### config.mk
export PLATFORM = sky130hd
export DESIGN_NAME = chronometer_bcd_counter
export DESIGN_NICKNAME = d
export VERILOG_FILES = /design/src/rtl/chronometer_pkg.sv /design/src/rtl/bcd_mod60_counter.sv /design/src/rtl/chronometer_bcd_counter.sv
export SDC_FILE = /design/constraint.sdc
export NUM_CORES = 1
export LEC_CHECK = 0
export CAP_MARGIN = 10
export CORE_MARGIN = 2
export CORE_UTILIZATION = 30
export CTS_BUF_LIST = sky130_fd_sc_hd__clkbuf_8
export CTS_CLUSTER_DIAMETER = 80
export DETAILED_ROUTE_END_ITERATION = 8
export PLACE_DENSITY = 0.45
export SETUP_SLACK_MARGIN = 0.15
export SLEW_MARGIN = 20
export SYNTH_ARGS = -nofsm -noshare
export SYNTH_HDL_FRONTEND = slang
export SYNTH_SLANG_ARGS = --single-unit
### constraint.sdc
create_clock -name clock -period 2.7 [get_ports clock]
set_input_delay 0.54 -clock clock [delete_from_list [all_inputs] [get_ports clock]]
set_output_delay 0.54 -clock clock [all_outputs]
set_load 0.005 [all_outputs]
### src/rtl/chronometer_pkg.sv
// Shared types and constants for the chronometer counting core.
//   chrono_state_e       : control FSM states (IDLE, RUNNING, STOPPED)
//   BCD_UNITS_MAX        : last legal units digit before carrying into tens
//   BCD_TENS_MAX         : last legal tens digit of a mod-60 BCD value
//   DEFAULT_TICK_DIVIDER : clock cycles per one-second tick for a 50 MHz clock
package chronometer_pkg;

  typedef enum logic [1:0] {
    IDLE    = 2'd0,
    RUNNING = 2'd1,
    STOPPED = 2'd2
  } chrono_state_e;

  localparam logic [3:0] BCD_UNITS_MAX = 4'd9;
  localparam logic [3:0] BCD_TENS_MAX  = 4'd5;

  localparam int unsigned DEFAULT_TICK_DIVIDER = 50000000;

endpackage

### src/rtl/bcd_mod60_counter.sv
// Two-digit packed-BCD counter running 00..59.
//   clock     : system clock, rising edge
//   reset_n   : asynchronous active-low reset
//   clear     : synchronous zero, wins over increment
//   increment : advance by one when high
//   value     : [7:4] tens, [3:0] units
//   carry     : one-cycle registered pulse, high in the cycle value has just wrapped 59->00
module bcd_mod60_counter
  import chronometer_pkg::*;
(
  input  logic       clock,
  input  logic       reset_n,
  input  logic       clear,
  input  logic       increment,
  output logic [7:0] value,
  output logic       carry
);

  logic [3:0] units_q, units_d;
  logic [3:0] tens_q, tens_d;
  logic       carry_q, carry_d;

  always_comb begin
    units_d = units_q;
    tens_d  = tens_q;
    carry_d = 1'b0;
    if (clear) begin
      units_d = 4'd0;
      tens_d  = 4'd0;
    end else if (increment) begin
      if (units_q == BCD_UNITS_MAX) begin
        units_d = 4'd0;
        if (tens_q == BCD_TENS_MAX) begin
          tens_d  = 4'd0;
          carry_d = 1'b1;
        end else begin
          tens_d = tens_q + 4'd1;
        end
      end else begin
        units_d = units_q + 4'd1;
      end
    end
  end

  always_ff @(posedge clock or negedge reset_n) begin
    if (!reset_n) begin
      units_q <= 4'd0;
      tens_q  <= 4'd0;
      carry_q <= 1'b0;
    end else begin
      units_q <= units_d;
      tens_q  <= tens_d;
      carry_q <= carry_d;
    end
  end

  assign value = {tens_q, units_q};
  assign carry = carry_q;

endmodule

### src/rtl/chronometer_bcd_counter.sv
// Chronometer timebase and counting core: synchronises the debounced buttons, runs the
// IDLE/RUNNING/STOPPED control FSM, divides the clock to a one-second tick and keeps the live
// and lap seconds as packed BCD. Also drives the live/lap display mux select.
//   clock, reset_n        : rising-edge clock, asynchronous active-low reset
//   start_stop_btn        : rising edge toggles run/stop
//   clear_btn             : rising edge returns to IDLE and zeroes everything
//   lap_btn               : rising edge toggles lap hold
//   live_seconds          : running seconds (BCD)
//   lap_seconds           : seconds captured at the last lap press (BCD)
//   live_minutes          : running minutes (BCD), 8'h00 unless CHRONO_MINUTES_EN is defined
//   display_select        : 0 shows live, 1 shows lap
//   minute_tick           : one-cycle pulse on the seconds 59->00 wrap
//   running               : high in RUNNING
// Build option: define CHRONO_MINUTES_EN to generate the minutes counter.
module chronometer_bcd_counter
  import chronometer_pkg::*;
#(
  parameter int unsigned TICK_DIVIDER = DEFAULT_TICK_DIVIDER
) (
  input  logic       clock,
  input  logic       reset_n,
  input  logic       start_stop_btn,
  input  logic       clear_btn,
  input  logic       lap_btn,
  output logic [7:0] live_seconds,
  output logic [7:0] lap_seconds,
  output logic [7:0] live_minutes,
  output logic       display_select,
  output logic       minute_tick,
  output logic       running
);

  localparam int unsigned PrescW = $clog2(TICK_DIVIDER);
  localparam logic [PrescW-1:0] PrescMax = PrescW'(TICK_DIVIDER - 1);

  // Button order in the vectors below: [2] lap, [1] clear, [0] start/stop.
  logic [2:0] btn_raw;
  logic [2:0] sync1_q, sync2_q, prev_q;
  logic [2:0] btn_edge;
  logic       ss_edge, clear_edge, lap_edge;

  assign btn_raw = {lap_btn, clear_btn, start_stop_btn};

  always_ff @(posedge clock or negedge reset_n) begin
    if (!reset_n) begin
      sync1_q <= 3'b000;
      sync2_q <= 3'b000;
      prev_q  <= 3'b000;
    end else begin
      sync1_q <= btn_raw;
      sync2_q <= sync1_q;
      prev_q  <= sync2_q;
    end
  end

  assign btn_edge   = sync2_q & ~prev_q;
  assign ss_edge    = btn_edge[0];
  assign clear_edge = btn_edge[1];
  assign lap_edge   = btn_edge[2];

  // Control FSM.
  chrono_state_e state_q, state_d;

  always_ff @(posedge clock or negedge reset_n) begin
    if (!reset_n) begin
      state_q <= IDLE;
    end else begin
      state_q <= state_d;
    end
  end

  always_comb begin
    state_d = state_q;
    if (clear_edge) begin
      state_d = IDLE;
    end else if (ss_edge) begin
      unique case (state_q)
        IDLE:    state_d = RUNNING;
        RUNNING: state_d = STOPPED;
        STOPPED: state_d = RUNNING;
        default: state_d = IDLE;
      endcase
    end
  end

  always_comb begin
    running = (state_q == RUNNING);
  end

  // Prescaler holds in STOPPED so a restart resumes the partial second.
  logic [PrescW-1:0] presc_q, presc_d;
  logic              tick;

  always_comb begin
    presc_d = presc_q;
    tick    = 1'b0;
    if (clear_edge) begin
      presc_d = '0;
    end else if (state_q == RUNNING) begin
      if (presc_q == PrescMax) begin
        presc_d = '0;
        tick    = 1'b1;
      end else begin
        presc_d = presc_q + PrescW'(1);
      end
    end
  end

  always_ff @(posedge clock or negedge reset_n) begin
    if (!reset_n) begin
      presc_q <= '0;
    end else begin
      presc_q <= presc_d;
    end
  end

  bcd_mod60_counter u_seconds (
    .clock     (clock),
    .reset_n   (reset_n),
    .clear     (clear_edge),
    .increment (tick),
    .value     (live_seconds),
    .carry     (minute_tick)
  );

  // Lap hold. Capturing the registered seconds means a coincident tick yields the
  // pre-increment value. Decisions use the current state, so a simultaneous start/stop edge
  // does not change what the lap edge does.
  logic [7:0] lap_q, lap_d;
  logic       sel_q, sel_d;

  always_comb begin
    lap_d = lap_q;
    sel_d = sel_q;
    if (clear_edge) begin
      lap_d = 8'h00;
      sel_d = 1'b0;
    end else if (lap_edge) begin
      if (sel_q) begin
        sel_d = 1'b0;
      end else if (state_q == RUNNING) begin
        lap_d = live_seconds;
        sel_d = 1'b1;
      end
    end
  end

  always_ff @(posedge clock or negedge reset_n) begin
    if (!reset_n) begin
      lap_q <= 8'h00;
      sel_q <= 1'b0;
    end else begin
      lap_q <= lap_d;
      sel_q <= sel_d;
    end
  end

  assign lap_seconds    = lap_q;
  assign display_select = sel_q;

`ifdef CHRONO_MINUTES_EN
  bcd_mod60_counter u_minutes (
    .clock     (clock),
    .reset_n   (reset_n),
    .clear     (clear_edge),
    .increment (minute_tick),
    .value     (live_minutes),
    .carry     ()
  );
`else
  assign live_minutes = 8'h00;
`endif

endmodule

## Yosys cells after proc, flatten, opt, wreduce, memory -nomap -nowiden

Cells that the tools add are included.

- $add $sub $neg: 3
- Equality and inequality tests: 6
- Multiplexer cells: 28
- Bitwise logic cells: 2
- Reductions and logical operators: 9

Operators by type and width:

| cell | count |
|---|---|
| 26-bit 2-to-1 mux | 3 |
| 8-bit 2-to-1 mux | 4 |
| 4-bit 2-to-1 mux | 7 |
| 26-bit by 1-bit adder with 26-bit output (second input constant) | 1 |
| 26-bit equality test (second input constant) | 1 |
| 1-bit 2-to-1 mux | 11 |
| 2-bit nonzero test | 5 |
| 4-bit by 1-bit adder with 4-bit output (second input constant) | 2 |
| 4-bit by 3-bit equality test with 1-bit output (second input constant) | 1 |
| 4-bit equality test (second input constant) | 1 |
| 2-bit 2-to-1 mux | 2 |
| 2-bit one-hot mux with 2 select lines | 1 |
| 3-bit AND | 1 |
| 3-bit inverter | 1 |
| 3-bit AND reduction | 1 |
| 2-bit by 1-bit equality test with 1-bit output (second input constant) | 1 |
| 2-bit equality test (second input constant) | 1 |
| 2-bit logical NOT | 1 |
| 2-bit inequality test (second input constant) | 1 |
| 2-bit AND reduction | 1 |
| 2-bit OR reduction | 1 |

- Flip-flop bits (word level): 55
- Input bits: 5
- Output and inout port bits: 27
- Word-level logic and storage cells: 58

## Logic depth before layout (Yosys ltp)

Gate-level depths: netlist (run 1).

- Depth in word-level cells: 6
- Depth in mapped cells: 7
- Mapped depth without buffers: 7

## Hierarchy

Synthesis (run 1) repeated with hierarchy kept, for this count alone.

- Cell total of the unflattened synthesis: 266
- Area total of the unflattened synthesis: 2713.9 um2

Modules (own cells, without submodules):

| module | times used | cells an instance | area each (um2) |
|---|---|---|---|
| chronometer_bcd_counter | 1 | 215 | 2200.9 |
| bcd_mod60_counter | 1 | 51 | 513.0 |

## Least setup slack after synthesis (run 1)

No wires, ideal clock.

- Path type: flip-flop to flip-flop
- From: reg presc_q[11]
- To: reg u_seconds.tens_q[3]
- Library setup time: 0.078 ns
- Arrival time: 2.056 ns
- Required time: 2.622 ns
- Slack: 0.566 ns
- Stages on the path, launching flop included: 6
- Buffers on the path: 0
- Cells stage by stage: dfrtp_1 > or4b_4 > nor4_4 > nand4_2 > or4_1 > a21oi_1

- Longest elaborated chain between the ends: 6

RTL lines:

| what | line | text |
|---|---|---|
| start: declaration | chronometer_bcd_counter.sv:91 | `logic [PrescW-1:0] presc_q, presc_d;` |
| start signal: assignment | chronometer_bcd_counter.sv:113 | `presc_q <= presc_d;` |
| 26-bit equality test | chronometer_bcd_counter.sv:100 | `if (presc_q == PrescMax) begin` |
| 1-bit 2-to-1 mux | chronometer_bcd_counter.sv:100 |  |
| 1-bit 2-to-1 mux | chronometer_bcd_counter.sv:99 | `end else if (state_q == RUNNING) begin` |
| 1-bit 2-to-1 mux | chronometer_bcd_counter.sv:97 | `if (clear_edge) begin` |
| 2-bit nonzero test (no source line) | -- |  |
| 2-bit AND reduction (no source line) | -- |  |
| end signal: assignment | bcd_mod60_counter.sv:52 | `tens_q <= tens_d;` |
| end: declaration | bcd_mod60_counter.sv:20 | `logic [3:0] tens_q, tens_d;` |

No other way between the ends.
A chain may end at the register's enable or synchronous reset.

## Final worst setup path (run 1)

Same ends and word-level chain as after synthesis.

==> flow_results.org, run 1 <==
** CTS
- The H-tree was split into 2 levels.
- Number of sinks on the clock net :: 55
- The later pin in the worst-skew pair is clocked with a latency of 0.31 ns.
- Longest Clk Path Bufs :: 2
- Once the clock tree was built, the setup fixing pass inserted 0 buffers.
- After clock tree synthesis, the clock-pin slew on the worst setup and hold paths is 0.11 ns.
- TritonCTS built the clock tree.
- Total CTS buffers :: 5
- The cell sitting at the root of the clock tree is a sky130_fd_sc_hd__clkbuf_8.
- Number of hold-repair buffers added at the cts stage :: 0
- Post_cts resized :: 0

** Critical path
- In this run the critical register-to-register path is launched from presc_q[11]$_DFFE_PN0P_.
- Maximum fanout along the worst path :: 8
- STA classifies the critical path startpoint as a flip-flop.
- The critical path in this run is classified as flip-flop to flip-flop.
- Data on the critical path is required at its endpoint by 2.95 ns.
- FF-to-FF setup slack :: 0.43 ns
- Counting cells, the worst reg-to-reg path comes to 5.
- Crit path arrival time :: 2.52 ns
- STA classifies the critical path endpoint as a flip-flop.
- The worst register-to-register path ends at u_seconds.tens_q[3]$_DFFE_PN0P_.

** GRT
- The number of global-route vias before repair was 1935.
- Gr usage total :: 12.7%
- The first global-routing pass estimated 9740 um of wire.
- Initial antenna violation count :: 0
- Entering global routing, the biggest net connects 20 pins.
- Overflow left after global routing :: 0

** Power
- Per report_power, the combinational group accounts for 9.4% of the total.
- Net Switching :: 0.000401 W
- The worst-case IR drop observed on VDD is 0.000231 V.
- Internal power comes to 0.00109 W.
- Relative contribution of sequential cells to total power :: 59.4%
- Switching share of power :: 26.9%
- Power spread over the standard cell area amounts to 488 mW/mm^2.
- The clock network is responsible for 31.2% of the overall power.
- Summed over all cells, the static leakage comes to 1.34 nW.

** STA
- Max transition margin :: 61.5%
- For the final database, setup skew stands at 0.0122 ns.
- Slew of the pin with the lowest slew margin :: 0.572 ns
- Setup repair after global routing left no endpoint under its margin.
- Final setup violation count :: 0
- Derived from the worst setup path, the maximum achievable clock frequency is 440 MHz.
- The number of failing hold endpoints at the final stage is 0.
- Final sum of negative setup slack :: 0 ns
- Final Slew Violations :: 0
- Final Cycle Share :: 84.1%
- For the finished layout, the period the worst path requires is 2.27 ns.

** Yosys
- By instance count, the leading cell after synthesis is sky130_fd_sc_hd__dfrtp_1.
- Synthesis handed over a netlist of 254 instances.
- Most area-hungry cell type in the Yosys netlist :: sky130_fd_sc_hd__dfrtp_1
- Top cells by count, synth :: sky130_fd_sc_hd__dfrtp_1, sky130_fd_sc_hd__nor2_1, sky130_fd_sc_hd__nand2_1, sky130_fd_sc_hd__xor2_1, sky130_fd_sc_hd__a21oi_1
- Top cells by area, synth :: sky130_fd_sc_hd__dfrtp_1, sky130_fd_sc_hd__nor2_1, sky130_fd_sc_hd__xor2_1
- Mean cell area of the mapped netlist :: 10.2 um^2
- Warning count from the yosys run :: 0
- Share of the synthesized area in the top cell type :: 53.1%
- The synthesized netlist contains 40 unique library cells.
- For this run, the leading register cell type out of synthesis is sky130_fd_sc_hd__dfrtp_1.
- Share of synthesized flip-flops with an asynchronous set or reset :: 100%
- In this run the cell area of the synthesized design comes to 0.00259 mm^2.
- Counting flops with a built-in enable in the synthesized netlist gives 0.
- FF+latch count, synth :: 55
- Register area share after synthesis :: 53.1%

** Route
- Routed wirelength normalized by instance count :: 13.8 um
- Met3 layer wire length in the routed design :: 158 um
- The detail route stage leaves a number of antenna-violating nets equal to 0.
- In this run the top signal layer used is met4.
- Wire length the detailed router placed on met1 :: 2730 um
- DR iter-0 viols :: 56
- Drt pass-1 iters :: 4
- Per-cell via count in the routed design :: 4.70
- Summed over all nets, wire length on met2 after detailed routing comes to 2480 um.
- The routed layout has 1849 vias.
- The routed design has 5410 um of wire.
- DRC errors left :: 0

** Flow run
- MaxCap Viol Count :: 0

** Hold path
- Worst hold path class :: input port to asynchronous set/reset pin

** Finish
- Antenna Diode Count :: 0
- Area delta synth->final :: 18.3%
- With fillers left out, the area of the finished cells amounts to 0.00306 mm^2.
- In the final layout, the share of cells above drive strength 1 is 9.03%.
- NumNets Final :: 297

** Placed design
- Port Buffers :: 23
- The HPWL after detailed placement is 3840 um.
- At the end of routability-driven placement, the weighted congestion stood at 0.722.
- Placed Instance Area :: 0.00298 mm^2

** Die
- Horiz. Die Dim :: 96.9 um
- Height of the die :: 96.9 um
- Effective utilization at floorplan :: 31.2%
- Die area :: 0.00940 mm^2
- Number of rows in the core area :: 33
- Boundary pin count :: 32
- Core box area :: 0.00830 mm^2

** Run status
- Run status :: finished clean
==> power groups by stage <==
stage          registers, W  clock network [W]   logic, W
2_1_floorplan      0.000895                  0  0.0000895
3_3_place_gp       0.000904                  0   0.000143
3_5_place_dp       0.000903                  0   0.000142
4_1_cts            0.000888           0.000491   0.000145
5_1_grt            0.000893           0.000527   0.000162
6_report           0.000887           0.000467   0.000140
==> through the flow <==
| step | total power [W] | util, % | instances | setup WS (ns) | hold WS [ns] |
|---|---|---|---|---|---|
| CTS | 0.00152 | 36.9 | 393 | 0.420 | 0.177 |
| finish | 0.00149 | 36.9 | 393 | 0.430 | 0.167 |
| floorplan | 0.000985 | - | 261 | 0.566 | 0.244 |
| global placement | 0.00105 | 35.9 | 385 | 0.454 | 0.332 |
| detailed placement | 0.00105 | 35.9 | 385 | 0.424 | 0.335 |
| global route | 0.00158 | 36.9 | 393 | 0.256 | 0.187 |
==> cell usage in the layout (no fill, tap or decap), types with 8 or more instances in the layout <==
master                            instances
sky130_fd_sc_hd__dfrtp_1                 55
sky130_fd_sc_hd__nor2_1                  38
sky130_fd_sc_hd__clkdlybuf4s50_1         22
sky130_fd_sc_hd__nand2_1                 20
sky130_fd_sc_hd__xor2_1                  16
sky130_fd_sc_hd__a21oi_1                 14
sky130_fd_sc_hd__nand3_1                 12
sky130_fd_sc_hd__buf_4                   12
sky130_fd_sc_hd__nand4_1                 10
sky130_fd_sc_hd__mux2i_1                  9
sky130_fd_sc_hd__conb_1                   8
==> cells by family after synthesis <==
logic type	count (synthesis)	synth area share [%]
compound gates	22	4.59
xor+xnor	21	7.10
other cells	1	0.145
flops	55	53.1
buf+inv	20	4.10
mux	9	3.48
fa+ha+maj	5	2.41
simple gates	121	25.1
==> worst max-delay path by stage <==
| stage | start | to | slack, ns | cells past startpoint |
|---|---|---|---|---|
| after floorplan | presc_q[11]$_DFFE_PN0P_ | u_seconds.tens_q[3]$_DFFE_PN0P_ | 0.57 | 5 |
| after global placement | presc_q[11]$_DFFE_PN0P_ | u_seconds.tens_q[3]$_DFFE_PN0P_ | 0.45 | 5 |
| after detailed placement | presc_q[11]$_DFFE_PN0P_ | u_seconds.tens_q[3]$_DFFE_PN0P_ | 0.42 | 5 |
| after CTS | presc_q[11]$_DFFE_PN0P_ | u_seconds.tens_q[3]$_DFFE_PN0P_ | 0.42 | 5 |
| after global routing | presc_q[11]$_DFFE_PN0P_ | u_seconds.tens_q[3]$_DFFE_PN0P_ | 0.26 | 5 |
| final | presc_q[11]$_DFFE_PN0P_ | u_seconds.tens_q[3]$_DFFE_PN0P_ | 0.43 | 5 |
==> area by class of cell <==
cell class / instances / area (um^2)
clock inverters: 3 / 20.0
multi-input cells: 186 / 1140
clock buffers: 5 / 68.8
repair buffers: 35 / 315
inverters: 4 / 15.0
flip-flops and latches: 55 / 1380
fillers: 851 / 5240
well taps: 105 / 131
==> routing by layer <==
metal	vias to the layer above	global-route usage, %
met5	-	0
met1	889	18.0
li1	925	-
met4	0	3.58
met3	2	2.46
met2	33	20.0
==> registers in the layout, indices dropped and copies added, names as in the netlist <==
name	count
prev_q	3
sync2_q	3
sync1_q	3
lap_seconds	8
presc_q	26
u_seconds.carry	1
state_q	2
u_seconds.units_q	4
display_select	1
u_seconds.tens_q	4
==> worst max-delay path, cell delays in order (launching register included) <==
cell and delay, ns:
sky130_fd_sc_hd__dfrtp_1 0.45, sky130_fd_sc_hd__or4b_4 0.57, sky130_fd_sc_hd__nor4_4 0.36, sky130_fd_sc_hd__nand4_2 0.25, sky130_fd_sc_hd__or4_1 0.45, sky130_fd_sc_hd__a21oi_1 0.14
Power figures use the tool's default switching activity.
==> run 2: changes to the inputs <==
- PLACE_DENSITY: 0.45 -> 0.47
- clock period: 2.7 -> 1.9 ns (I/O delays scaled with it)
==> run 2 against run 1 <==
Sequential share of layout area decreased by 4.7 points. Largest power group unchanged. Critical endpoint is now u_seconds.tens_q[0]$_DFFE_PN0P_. Count of clock-buffer cells in the layout stayed put. Utilization is 4.4 points higher. The flow now finishes with violations (setup timing). First-iteration DRC count rose by 75%.
==> flow_results.org, run 2 (synthesized netlist as in run 1, its figures left out) <==
** Run status
- The run finished, with violations left.
- Failing checks :: setup timing

** Critical path
- Crit-path leading delay family :: simple AND/OR/NAND/NOR gates
- The number of buffers and inverters on the critical path is 1 (+1).
- Crit path arrival time :: 2.35 ns (-0.17 ns)
- Critical Path, Cell by Cell :: or4b_4 > nor4_4 > nand4_2 > buf_6 > or3_1 > a21oi_1
- Setup CP Type :: flip-flop to flip-flop
- Launching element type of the critical path :: flip-flop
- The longest individual stage delay on the worst path was 0.53 ns (-0.04 ns).
- Required time of the worst setup path :: 2.14 ns (-0.81 ns)
- STA classifies the critical path endpoint as a flip-flop.
- Slowest stage cell on the critical path :: sky130_fd_sc_hd__or4b_4
- The largest driver fanout on the critical path was 5 (-3).

** Route
- Count of vias placed by the detailed router :: 1984 (+7.3%)
- Final ANT Viol Nets :: 0 (unchanged)
- The number of DRC violations after detailed-routing iteration 0 came to 98 (+75%).
- The count of TritonRoute iterations in the first routing pass was 6 (+2).
- The number of design rule violations left after detail routing came to 0 (unchanged).
- The number of vias per cell was 4.68 (-0.54%).
- Routed wirelength normalized by instance count :: 13.1 um (-4.7%)
- The sum of routed wire length over all layers came to 5560 um (+2.8%).

** STA
- The fraction of the cycle the final worst path needs came to 111% (+27 points).
- Fmax :: 475 MHz (+7.8%)
- Clock skew after layout :: 0.00946 ns (-0.00270 ns)
- The final critical-path required period came to 2.11 ns (-0.164 ns).
- Setup repair after global routing missed its margin :: true
- The number of setup violations in the final report is 22 (+22).
- The number of failing hold endpoints at the final stage is 0 (unchanged).
- The max-slew violation total from the final report is 0 (unchanged).
- The final worst setup slack came to -0.206 ns (-0.636 ns).

** Finish
- Area delta synth->final :: 32.2%
- Antenna Diode Count :: 0 (unchanged)
- Flip-flop count of the largest register after layout :: 26 (unchanged)
- The number of fillers in the final layout is 841 (-1.2%).
- The top cell types in the final layout, fill and taps aside, are sky130_fd_sc_hd__dfrtp_1, sky130_fd_sc_hd__nor2_1, sky130_fd_sc_hd__buf_4.
- Utilization after layout :: 41.3% (+4.4 points)
- Most common library cell in the layout ignoring fill and taps :: sky130_fd_sc_hd__dfrtp_1
- Register with the most flip-flops :: presc_q
- Share of final-layout standard cells stronger than drive strength 1 :: 21.3% (+12 points)
- The number of nets in the layout was 328 (+10%).

** CTS
- Clock network latency to the later pin of the worst-skew pair :: 0.31 ns (about the same)
- Total CTS buffers :: 5 (unchanged)
- TritonCTS built the clock tree.
- H-tree depth reported by CTS :: 2 (unchanged)
- Number of sinks on the clock net :: 55 (unchanged)
- The post-CTS clock slew at the launch and capture registers of the worst setup and hold paths came to 0.10 ns (about the same).
- Clock tree synthesis selected as its root buffer the cell sky130_fd_sc_hd__clkbuf_8.
- Longest Clk Path Bufs :: 2 (unchanged)

** Flow run
- The number of max-cap violations is 0 (unchanged).

** Die
- Die area :: 0.00940 mm^2 (unchanged)
- Height of the die :: 96.9 um (unchanged)
- Horiz. Die Dim :: 96.9 um (unchanged)
- Number of rows in the core area :: 33 (unchanged)
- The effective utilization at floorplan was 31.2% (unchanged).
- The core outline area came to 0.00830 mm^2 (unchanged).
- The I/O pin total is 32 (unchanged).

** Placed design
- The number of input and output port buffers inserted came to 23 (unchanged).
- The routability congestion estimate from global placement is 0.736 (+2.0%).
- Half-perimeter wire length of the detailed placement result :: 3800 um (-1.1%)
- The setup slack at placement came to -0.156 ns (-0.581 ns).

** GRT
- The pin count of the biggest net entering global routing was 40 (+100%).
- Overflow left after global routing :: 0 (unchanged)
- Gr usage total :: 12.5% (-0.20 points)
- The global-route wire length before repair is 9730 um (about the same).
- Vias in the first global route :: 2060 (+6.5%)
- The initial antenna violation count came to 0 (unchanged).

** Hold path
- Worst hold path class :: flip-flop to flip-flop

** Power
- The leakage power figure is 1.54 nW (+15%).
- Power per Cell Area :: 680 mW/mm^2 (+40%)
- The worst IR drop on VDD came to 0.000306 V (+32%).
[run 2: changes by cell type in the layout (fill, tap and decap cells not counted), moves of 4 or more]
cell	before	now
sky130_fd_sc_hd__buf_4	12	33
sky130_fd_sc_hd__buf_6	0	7
sky130_fd_sc_hd__a21oi_1	14	10
sky130_fd_sc_hd__a21oi_2	0	4
[run 2: worst register-to-register path, cell delays in order, from the launching register on]
cell	delay (ns)
sky130_fd_sc_hd__dfrtp_1	0.41
sky130_fd_sc_hd__or4b_4	0.53
sky130_fd_sc_hd__nor4_4	0.28
sky130_fd_sc_hd__nand4_2	0.22
sky130_fd_sc_hd__buf_6	0.17
sky130_fd_sc_hd__or3_1	0.31
sky130_fd_sc_hd__a21oi_1	0.12
[run 2: layer usage]
metal / wire [um] / global-route usage (%) / up-vias
met4: 52 / 3.58 / 0
met5: 0 / 0 / -
met1: 2790 / 16.7 / 959
met2: 2580 / 20.7 / 31
met3: 144 / 2.53 / 5
li1: - / - / 989
[run 2: metrics by stage]
stage	setup TNS, ns	hold slack (ns)	area, um^2	instances	power, W
after floorplan	-0.322	0.0844	2620	261	0.00140
after global placement	-0.292	0.334	3170	408	0.00153
after detailed placement	-0.737	0.336	3170	408	0.00154
after CTS	-1.49	0.346	3360	421	0.00236
after global routing	-6.54	0.356	3430	424	0.00245
final	-2.96	0.344	3430	424	0.00233
[run 2: final cells by class]
type	instances	area, um^2	share of cell area (%)
inverter	4	15.0	0.438
tap	105	131	3.83
sequential	55	1380	40.2
clock inverter	3	43.8	1.28
clock buffer	5	68.8	2.01
multi-input combinational	186	1190	34.7
timing repair buffer	66	601	17.5
[run 2: final timing paths]
| kind | end | cells past startpoint | slack (ns) | from |
|---|---|---|---|---|
| min in group asynchronous | sync1_q[1]$_DFF_PN0_ | 2 | 0.53 | reset_n |
| worst min register to register | sync2_q[0]$_DFF_PN0_ | 0 | 0.34 | sync1_q[0]$_DFF_PN0_ |
| max in group asynchronous | presc_q[13]$_DFFE_PN0P_ | 3 | 0.83 | reset_n |
| worst max register to register | u_seconds.tens_q[0]$_DFFE_PN0P_ | 6 | -0.21 | presc_q[10]$_DFFE_PN0P_ |
| worst max-delay path | u_seconds.tens_q[0]$_DFFE_PN0P_ | 6 | -0.21 | presc_q[10]$_DFFE_PN0P_ |
| worst min-delay path | sync2_q[0]$_DFF_PN0_ | 0 | 0.34 | sync1_q[0]$_DFF_PN0_ |
[run 2: timing repair]
item                                   in CTS  in global routing
resized for setup                          10                 10
setup buffers                               4                  3
pin swaps                                  11                  3
hold buffers                                1                  0
setup endpoints to repair                  28                 29
endpoints found under the hold margin       9                  0
[run 2: where the power goes]
part,switching (W),internal (W)
Sequential,0.0000255,0.00121
Combinational,0.000170,0.000132
Clock,0.000397,0.000393
Total,0.000593,0.00174
==> run 3: changes to the inputs <==
--- a/config.mk
+++ b/config.mk
@@ -14,5 +14,4 @@
 export PLACE_DENSITY = 0.47
 export SETUP_SLACK_MARGIN = 0.15
-export SLEW_MARGIN = 20
 export SYNTH_ARGS = -nofsm -noshare
 export SYNTH_HDL_FRONTEND = slang
==> constraint.sdc (replaced) <==
create_clock -name clock -period 1.9 [get_ports clock]
set_input_delay 0.38 -clock clock [delete_from_list [all_inputs] [get_ports clock]]
set_output_delay 0.38 -clock clock [all_outputs]
set_load 0.05 [all_outputs]
==> run 3 against run 2 <==
The run still ends with setup timing left. Maximum frequency down 1.5%. Clock power down 11%. Utilization down 0.075 points. Critical path depth unchanged. Sequential share of layout area up 0.11 points. Die area unchanged. Clock skew about the same. Cell area down 0.18%. Combinational power up 37%. First-iteration DRC count down 13%. Largest cell class unchanged.
==> flow_results.org, run 3 (synthesized netlist as in run 1, its figures left out) <==
** STA
- The max-slew violation total from the final report was 0 (unchanged).
- The fraction of the cycle the final worst path needs is 113% (+1.7 points).
- The number of failing hold endpoints at the final stage came to 0 (unchanged).
- Fmax :: 468 MHz (-1.5%)
- Hold slack final :: 0.0506 ns (-0.294 ns)
- The final worst setup slack came to -0.238 ns (-0.0318 ns).
- Setup repair after global routing could not meet its margin everywhere.
- The number of setup violations in the final report came to 23 (+4.5%).
- Min cycle time layout :: 2.14 ns (+0.0318 ns)
- Clock skew after layout :: 0.00974 ns (+0.000282 ns)

** Die
- Die area :: 0.00940 mm^2 (unchanged)
- Number of rows in the core area :: 33 (unchanged)
- Core box area :: 0.00830 mm^2 (unchanged)
- Horiz. Die Dim :: 96.9 um (unchanged)
- Height of the die :: 96.9 um (unchanged)
- Effective utilization at floorplan :: 31.2% (unchanged)
- The I/O pin total was 32 (unchanged).

** Finish
- The number of fillers in the final layout is 842 (+0.12%).
- Area delta synth->final :: 32.0%
- The register with the most flip-flops in the final layout is presc_q.
- Footprint of the multi-input gates :: 0.00119 mm^2 (+0.42%)
- Leaving out fill and tap cells, the most frequent cells in the layout are sky130_fd_sc_hd__dfrtp_1, sky130_fd_sc_hd__buf_4, sky130_fd_sc_hd__nor2_1.
- Antenna Diode Count :: 0 (unchanged)
- The final core utilization was 41.2% (-0.075 points).
- Share of final-layout standard cells stronger than drive strength 1 :: 27.4% (+6.1 points)
- The flip-flop count of the largest register after layout was 26 (unchanged).
- Leaving out fill and tap cells, the most frequent cell in the layout is sky130_fd_sc_hd__dfrtp_1.
- The sequential cell area in the final layout was 0.00138 mm^2 (about the same).
- The number of nets in the layout is 330 (+0.61%).

** Route
- Count of vias placed by the detailed router :: 2047 (+3.2%)
- The number of vias per cell is 4.81 (+2.7%).
- DRC errors left :: 0 (unchanged)
- The wire length per cell after detailed routing was 13.3 um (+1.3%).
- Total Wirelength :: 5660 um (+1.7%)
- Drt pass-1 iters :: 4 (-2)
- In this run the top signal layer used is met4.
- Final ANT Viol Nets :: 0 (unchanged)
- Met2 Routed Length :: 2800 um (+8.7%)
- The number of DRC violations after detailed-routing iteration 0 came to 85 (-13%).
- Wire length the detailed router placed on met1 :: 2610 um (-6.3%)
- Met3 layer wire length in the routed design :: 198 um (+38%)

** CTS
- H-tree depth reported by CTS :: 2 (unchanged)
- Clock slew at the register clock pins of the worst setup and hold paths :: 0.10 ns (about the same)
- The worst-skew pair later-pin latency is 0.31 ns (about the same).
- The hold buffer count at CTS is 0 (-1).
- Total CTS buffers :: 5 (unchanged)
- The buffer depth of the longest clock path came to 2 (unchanged).
- Clock root buffer :: sky130_fd_sc_hd__clkbuf_8
- Clock tree from TritonCTS :: built
- The number of clock sinks seen by CTS came to 55 (unchanged).

** Placed design
- Port Buffers :: 23 (unchanged)
- Placer congestion estimate :: 0.734 (-0.26%)
- The setup slack at placement came to -0.201 ns (-0.0450 ns).
- Half-perimeter wire length of the detailed placement result :: 3750 um (-1.4%)

** Run status
- Run status :: finished with violations
- The final reports fail on setup timing.

** GRT
- Vias in the first global route :: 1925 (-6.6%)
- The residual overflow from global routing came to 0 (unchanged).
- Maximum number of pins on one net before global-route repair :: 56 (+40%)
- The global routing usage summed across all routing layers came to 12.0% (-0.56 points).
- The initial antenna violation count was 0 (unchanged).
- Wire length of the first global-routing pass :: 9290 um (-4.5%)

** Power
- The areal power density over the cells came to 688 mW/mm^2 (+1.1%).
- Worst voltage drop across the vdd grid :: 0.000239 V (-22%)
- The leakage power figure was 1.59 nW (+3.4%).
- The total power is 0.00235 W (+0.93%).

** Critical path
- The worst-case reg-to-reg path depth came to 6 (unchanged).
- Maximum fanout along the worst path :: 6 (+1)
- Crit path arrival time :: 2.38 ns (+0.03 ns)
- The endpoint required time on the critical path is 2.14 ns (about the same).
- Capturing point of the worst reg2reg path :: u_seconds.tens_q[0]$_DFFE_PN0P_
- STA classifies the critical path endpoint as a flip-flop.
- The reg2reg setup slack came to -0.24 ns (-0.03 ns).
- The critical path is of the flip-flop to flip-flop type.
- R2R Path Start :: presc_q[11]$_DFFE_PN0P_
- Launching element type of the critical path :: flip-flop

** Hold path
- Worst hold path class :: input port to asynchronous set/reset pin

** Flow run
- The number of max-cap violations was 0 (unchanged).
-- run 3: cell types whose count changed in the layout (fill, tap and decap cells not counted), moves of 2 or more --
cell and delta:
sky130_fd_sc_hd__a21oi_1 -2, sky130_fd_sc_hd__dlygate4sd2_1 +5, sky130_fd_sc_hd__a21oi_2 +2, sky130_fd_sc_hd__buf_4 +17, sky130_fd_sc_hd__buf_6 -4, sky130_fd_sc_hd__clkdlybuf4s50_1 -18
-- run 3: how the worst max path moves through the flow --
stage,startpoint,endpoint,slack [ns],cells past startpoint
4_1_cts,presc_q[11]$_DFFE_PN0P_,u_seconds.tens_q[3]$_DFFE_PN0P_,-0.21,5
2_1_floorplan,presc_q[11]$_DFFE_PN0P_,u_seconds.tens_q[3]$_DFFE_PN0P_,-0.11,5
3_5_place_dp,presc_q[11]$_DFFE_PN0P_,u_seconds.tens_q[3]$_DFFE_PN0P_,-0.20,5
5_1_grt,presc_q[11]$_DFFE_PN0P_,u_seconds.tens_q[3]$_DFFE_PN0P_,-0.33,7
6_report,presc_q[11]$_DFFE_PN0P_,u_seconds.tens_q[0]$_DFFE_PN0P_,-0.24,6
3_3_place_gp,presc_q[11]$_DFFE_PN0P_,u_seconds.tens_q[3]$_DFFE_PN0P_,-0.14,5
-- run 3: timing repair --
item                       in CTS  in global routing
cloned                          1                  0
setup endpoints to repair      35                 29
gates resized for setup        18                 11
setup buffers                   4                  5
pin swaps                       9                  1
-- run 3: per-stage QoR --
step	TNS, ns	cell area, um^2	cells
5_1_grt	-4.17	3420	426
4_1_cts	-2.83	3350	421
6_report	-1.46	3420	426
2_1_floorplan	-0.322	2620	261
3_5_place_dp	-1.10	3150	408
3_3_place_gp	-0.363	3150	408
-- run 3: area by class of cell --
type,count,area share [%]
sequential,55,40.3
multi-input combinational,186,34.9
timing repair buffer,68,17.5
tap,105,3.84
clock buffer,6,2.41
inverter,4,0.512
clock inverter,2,0.476
-- run 3: worst max-delay path, stage by stage, from the launching register on --
cell                      delay (ns)
sky130_fd_sc_hd__dfrtp_1        0.40
sky130_fd_sc_hd__or4b_4         0.55
sky130_fd_sc_hd__nor4_4         0.28
sky130_fd_sc_hd__nand4_2        0.21
sky130_fd_sc_hd__buf_4          0.18
sky130_fd_sc_hd__or3_1          0.30
sky130_fd_sc_hd__a21oi_1        0.14
-- run 3: power by group --
group	switching (W)	leakage, nW	internal [W]	total, W
clock	0.000402	0.0474	0.000299	0.000700
sequential	0.0000259	0.742	0.00121	0.00124
combinational	0.000240	0.804	0.000173	0.000413
total	0.000668	1.59	0.00168	0.00235
-- run 3: per-layer routing --
metal / global-route usage [%] / up-vias
li1: - / 996
met4: 2.93 / 0
met3: 2.53 / 5
met1: 16.0 / 1009
met5: 0 / -
met2: 19.9 / 37
==> RTL change 1: new RTL, flow settings as in run 3 <==
Add an input register stage for `start_stop_btn`, `clear_btn` and `lap_btn`; this delays them by one clock.
--- a/src/rtl/chronometer_bcd_counter.sv
+++ b/src/rtl/chronometer_bcd_counter.sv
@@ -34,4 +34,14 @@
   localparam logic [PrescW-1:0] PrescMax = PrescW'(TICK_DIVIDER - 1);
 
+  logic start_stop_btn_q;
+  logic clear_btn_q;
+  logic lap_btn_q;
+
+  always_ff @(posedge clock) begin
+    start_stop_btn_q <= start_stop_btn;
+    clear_btn_q      <= clear_btn;
+    lap_btn_q        <= lap_btn;
+  end
+
   // Button order in the vectors below: [2] lap, [1] clear, [0] start/stop.
   logic [2:0] btn_raw;
@@ -40,5 +50,5 @@
   logic       ss_edge, clear_edge, lap_edge;
 
-  assign btn_raw = {lap_btn, clear_btn, start_stop_btn};
+  assign btn_raw = {lap_btn_q, clear_btn_q, start_stop_btn_q};
 
   always_ff @(posedge clock or negedge reset_n) begin
Function: changed (Yosys sat finds a counterexample within 4 cycles, from zero or initial values and one cycle with reset_n low).
==> RTL change 1 against run 3 <==
Total power is 26% higher. Area after synthesis up 18%. Sequential share of layout area decreased by 3.2 points. Routed wire length up 31%. Hold slack improved by 0.28 ns. Final area rose by 14%. Setup slack improved by 0.39 ns. Global-route usage increased by 2.2 points. Core utilization fell by 1.8 points. Sequential cell count rose by 3. Maximum frequency up 22%. Critical path depth is 1 lower. Synthesized cell count rose by 15%.
==> RTL change 1: results (changes against run 3) <==
| Metric | Value |
|---|---|
| Outcome | `complete, no violations` |
| # nets final | `355 (+7.6%)` |
| Critical Path AT | `1.97 ns (-0.41 ns)` |
| Area post-placement | `0.003538 mm² (+12%)` |
| Clock Latency Late Sink | `0.33 ns (+0.02 ns)` |
| Aggregate routed wire length | `7418 µm (+31%)` |
| Post-Synth XOR/XNOR Area | `1.426% (-5.7 points)` |
| Synth cell count leaders | `dfrtp_1, nor2_1, nand2_1, nand3_1, nand4_1` |
| Total track usage | `14.22% (+2.2 points)` |
| Clk pin slew, worst setup/hold paths | `0.06 ns (-0.04 ns)` |
| Final HPWL DP | `5101 µm (+36%)` |
| Final Skew | `0.01014 ns (+0.0003958 ns)` |
| Dpl cells | `456 (+12%)` |
| Netlist cell types | `60 (+50%)` |
| Number of global-route vias before repair | `2393 (+24%)` |
| Leak | `1.750 nW (+9.8%)` |
| VDD IR-drop max | `602.7 µV (+150%)` |
| Layout cells sized above 1 | `30.86% (+3.4 points)` |
| Initial antenna violation count | `0 (unchanged)` |
| Seq/Total Area, Yosys | `46.78% (-6.3 points)` |
| Synth top area cells | `dfrtp_1, mux2i_1, nand4_1, buf_4, o31ai_1` |
| Synthesis Warnings | `0 (unchanged)` |
| Clock root cell | `clkbuf_8` |
| Max Root-Sink Buffers | `2 (unchanged)` |
| Largest net degree at the start of global routing | `25 (-55%)` |
| Cts hold-fix bufs | `1 (+1)` |
| Max reg flops | `26 (unchanged)` |
| Worst min-delay path class | `reg -> reg` |
| Largest register by flop count | `presc_q` |
| # fillers | `981 (+17%)` |
| First-pass GRT wire length | `12560 µm (+35%)` |
| Gpl congestion | `0.8386 (+14%)` |
| Syn avg cell area | `10.55 µm² (+3.4%)` |
| CTS H-tree lvls | `3 (+1)` |
| Combinational family with the most area after synthesis | `simple AND/OR/NAND/NOR gates` |
| Setup Fix Bufs, Post-CTS | `3 (-1)` |
| Initial DRC count | `138 (+62%)` |
| Final non-filler cell total | `483 (+13%)` |
| Number of buffers created by CTS | `9 (+4)` |
| Ys async rst share | `94.83% (-5.2 points)` |
| DRT Pass-1 Iters | `4 (unchanged)` |
| CTS resizes | `14 (-4)` |
| PortBufs | `23 (unchanged)` |
| Place WS | `0.03026 ns (+0.2317 ns)` |
| Adder-cell share of the synthesized area | `2.037% (-0.38 points)` |
| Worst Path Max Fanout | `9 (+3)` |
| Antenna Cells | `0 (unchanged)` |
| Mux cell area share after synthesis | `3.586% (+0.11 points)` |
| Drt via density | `5.050 (+5.1%)` |
| Compound-cell area share of the yosys netlist | `13.85% (+9.3 points)` |
[RTL change 1: changes by cell type in the layout (fill, tap and decap cells not counted), sizes merged, moves of 5 or more]
cell	run 3	this run
nor2	38	18
o41ai	0	6
nand2	20	14
xor2	16	4
o31ai	0	11
and4	2	7
buf	59	52
clkbuf	6	11
o21ai	5	11
or3	6	12
[RTL change 1: worst max-delay path: stages (launching register included)]
cell and delay [ns]:
dfrtp_2 0.45, nor4_4 0.28, nand4_1 0.15, buf_6 0.18, or3_4 0.39, o41ai_2 0.19
[RTL change 1: worst paths after layout]
path                                       end  depth (start not counted)  slack (ns)         from
max                        u_seconds.tens_q[1]                          5        0.15   presc_q[8]
min                                 sync1_q[1]                          0        0.33  clear_btn_q
max reg2reg                u_seconds.tens_q[1]                          5        0.15   presc_q[8]
min reg2reg                         sync1_q[1]                          0        0.33  clear_btn_q
max in group asynchronous           presc_q[7]                          3        0.80      reset_n
min in group asynchronous           sync1_q[2]                          2        0.48      reset_n
[RTL change 1: report_power, final]
group	switching [mW]	internal [mW]
Combinational	0.307	0.192
Sequential	0.0229	1.28
Clock	0.492	0.670
Total	0.822	2.14
[RTL change 1: per-layer routing]
metal  share of wire, %  wire [µm]  global-route usage [%]  vias to the layer above
li1                   -          -                       -                     1192
met1                 48       3595                   19.49                     1204
met2                 48       3533                   22.17                       35
met3                2.7        198                   2.371                        8
met4                1.2         90                   5.905                        0
met5                  0          0                       0                        -
[RTL change 1: cell type report]
type	count	area, µm²	share of cell area, %
clock inverter	5	53.80	1.384
inverter	6	27.53	0.7081
tap	133	166.4	4.281
multi-input combinational	206	1488	38.27
timing repair buffer	64	559.3	14.39
clock buffer	11	151.4	3.894
sequential	58	1441	37.08
==> RTL change 2: new RTL, settings of run 3 <==
Without the edit above. `DEFAULT_TICK_DIVIDER`: 50000000 -> 25000000.
--- a/src/rtl/chronometer_pkg.sv
+++ b/src/rtl/chronometer_pkg.sv
@@ -15,5 +15,5 @@
   localparam logic [3:0] BCD_TENS_MAX  = 4'd5;
 
-  localparam int unsigned DEFAULT_TICK_DIVIDER = 50000000;
+  localparam int unsigned DEFAULT_TICK_DIVIDER = 25000000;
 
 endpackage
Check against the original RTL: same outputs for any inputs over 10 cycles, from zero or initial values and one cycle with reset_n low; that may be too few to reach the edited logic, so the function may still have changed.
==> RTL change 2 against run 3 <==
Setup slack gained 0.018 ns. Area after synthesis grew 7.2%. Die area grew 6.9%. Total power grew 3.0%. Hold slack lost 0.022 ns. Routed wire length grew 34%. The flow still finishes with violations (setup timing). Core utilization grew 3.1 points. Largest power group unchanged. Final area grew 18%. Sequential cell count shrank 1.
==> RTL change 2: results (changes against run 3) <==
| Metric | Value |
|---|---|
| Outcome | `finished, violations left` |
| Failing checks | `setup timing` |
| Ys async rst share | `100.0% (unchanged)` |
| Switch share | `30.64% (+2.3 points)` |
| DRT Pass-1 Iters | `4 (unchanged)` |
| Family with the most delay on the worst path | `simple AND/OR/NAND/NOR gates` |
| # fillers | `909 (+8.0%)` |
| Worst min-delay path class | `in -> async` |
| Netlist cell types | `44 (+10%)` |
| Post-route ant nets | `0 (unchanged)` |
| Place WS | `-0.1572 ns (+0.04424 ns)` |
| Max reg flops | `25 (-3.8%)` |
| Crit path max-delay cell type | `or4b_4` |
| Clock Latency Late Sink | `0.32 ns` |
| CP max stage delay | `0.55 ns (about the same)` |
| Total track usage | `14.90% (+2.9 points)` |
| Synthesis Warnings | `0 (unchanged)` |
| Critical Path AT | `2.37 ns` |
| Final Skew | `0.01104 ns (+0.001297 ns)` |
| Final HPWL DP | `4791 µm (+28%)` |
| Worst slew pin tran | `0.7344 ns` |
| DR DRC count | `0 (unchanged)` |
| Max Root-Sink Buffers | `2 (unchanged)` |
| Leak | `1.802 nW (+13%)` |
| PortBufs | `23 (unchanged)` |
| First-pass GRT wire length | `11970 µm (+29%)` |
| Worst Path Max Fanout | `8 (+2)` |
| Number of buffers created by CTS | `5 (unchanged)` |
| Antenna Cells | `0 (unchanged)` |
| Final setup vio count | `16 (-30%)` |
| Largest net degree at the start of global routing | `55 (-1.8%)` |
| Clock root cell | `clkbuf_8` |
| Initial antenna violation count | `0 (unchanged)` |
| Largest register by flop count | `presc_q` |
| # nets final | `380 (+15%)` |
| CTS H-tree lvls | `2 (unchanged)` |
| Total grt overflow | `0 (unchanged)` |
| Synth cell count leaders | `dfrtp_1, nor2_1, nand2_1` |
| DR vias | `2475 (+21%)` |
| Gpl congestion | `0.7899 (+7.6%)` |
| DR WL/cell | `15.68 µm (+18%)` |
| Initial DRC count | `116 (+36%)` |
| Seq/Total Area, Yosys | `48.65% (-4.5 points)` |
| Clk pin slew, worst setup/hold paths | `0.10 ns (about the same)` |
| Number of global-route vias before repair | `2330 (+21%)` |
| VDD IR-drop max | `264.5 µV (+10%)` |
| Synth top area cells | `dfrtp_1, mux2i_1, nor2_1, nor3_1, nand2_1` |
| Setup slack after layout | `-0.2197 ns (+0.01799 ns)` |
| Layout cells sized above 1 | `36.12% (+8.7 points)` |
==> RTL change 2: cell types whose count changed after synthesis, sizes merged, moves of 3 or more <==
cell           run 3  this run
a211oi             0         3
clkbuf             6        12
mux2i              9        15
nand2             20        25
nor2              38        27
nor3               4        20
o211ai             0         3
o21ai              5        16
o31ai              0         5
or3                6         3
or4                2         8
xor2              16         2
==> RTL change 2: layer usage <==
layer | vias up | share of wire [%] | track usage (%)
met5 | - | 0 | 0
li1 | 1191 | - | -
met1 | 1230 | 46 | 21.10
met3 | 13 | 2.5 | 2.298
met4 | 0 | 2.3 | 4.953
met2 | 41 | 49 | 23.34
==> RTL change 2: power by group through the flow <==
stage | Sequential (mW) | Combinational (mW) | Clock (mW)
after detailed placement | 1.24 | 0.439 | 0
after CTS | 1.22 | 0.450 | 0.674
final | 1.22 | 0.555 | 0.650
after floorplan | 1.25 | 0.237 | 0
after global routing | 1.22 | 0.598 | 0.720
after global placement | 1.24 | 0.441 | 0
==> RTL change 2: path summary, 6_finish.rpt <==
path	slack [ns]	depth (start not counted)	endpoint	startpoint
setup reg to reg	-0.22	6	u_seconds.tens_q[1]	presc_q[6]
setup / recovery	-0.22	6	u_seconds.tens_q[1]	presc_q[6]
max in group asynchronous	1.59	2	presc_q[9]	reset_n
min in group clock	0.35	0	sync2_q[1]	sync1_q[1]
hold reg to reg	0.35	0	sync2_q[1]	sync1_q[1]
hold / removal	0.03	2	lap_seconds[0]	reset_n
==> RTL change 2: kinds of logic (layout without fill, tap and decap cells) <==
group	Yosys count	in the layout	synth area share [%]
AOI/OAI and AO/OA	48	48	10.50
adders and majority gates	5	5	2.252
other	1	8	0.1350
xor gates and xnor gates	7	7	2.207
muxes	15	15	5.405
buffers and inverters	29	105	5.315
and+or+nand+nor	129	129	25.54
DFF	54	54	48.65
==> RTL change 2: cell type report <==
type	instances	area (µm²)	area share, %
Tap cell	111	138.9	3.442
Clock inverter	3	18.77	0.4651
Sequential cell	54	1356	33.61
Clock buffer	5	68.82	1.705
Inverter	6	22.52	0.5581
Timing Repair Buffer	91	827.0	20.50
Multi-Input combinational cell	212	1603	39.72
==> RTL change 2: per-stage QoR <==
step           utilization (%)  hold WS, ns  instance area (µm²)  std cells  setup TNS [ns]
2_1_floorplan                -      0.08441                 2825        295         -0.5724
3_3_place_gp             37.87       0.3342                 3450        456          -1.012
3_5_place_dp             37.87       0.3358                 3450        456          -1.167
4_1_cts                  40.87      0.04388                 3722        469         -0.9716
5_1_grt                  44.30      0.05291                 4035        482          -3.428
6_report                 44.30      0.02869                 4035        482          -1.843
==> RTL change 2: timing repair <==
item | CTS | global route
gates resized for setup | 44 | 35
setup endpoints to repair | 35 | 33
setup buffers | 5 | 12
gates cloned | 0 | 1
pin swaps | 16 | 39
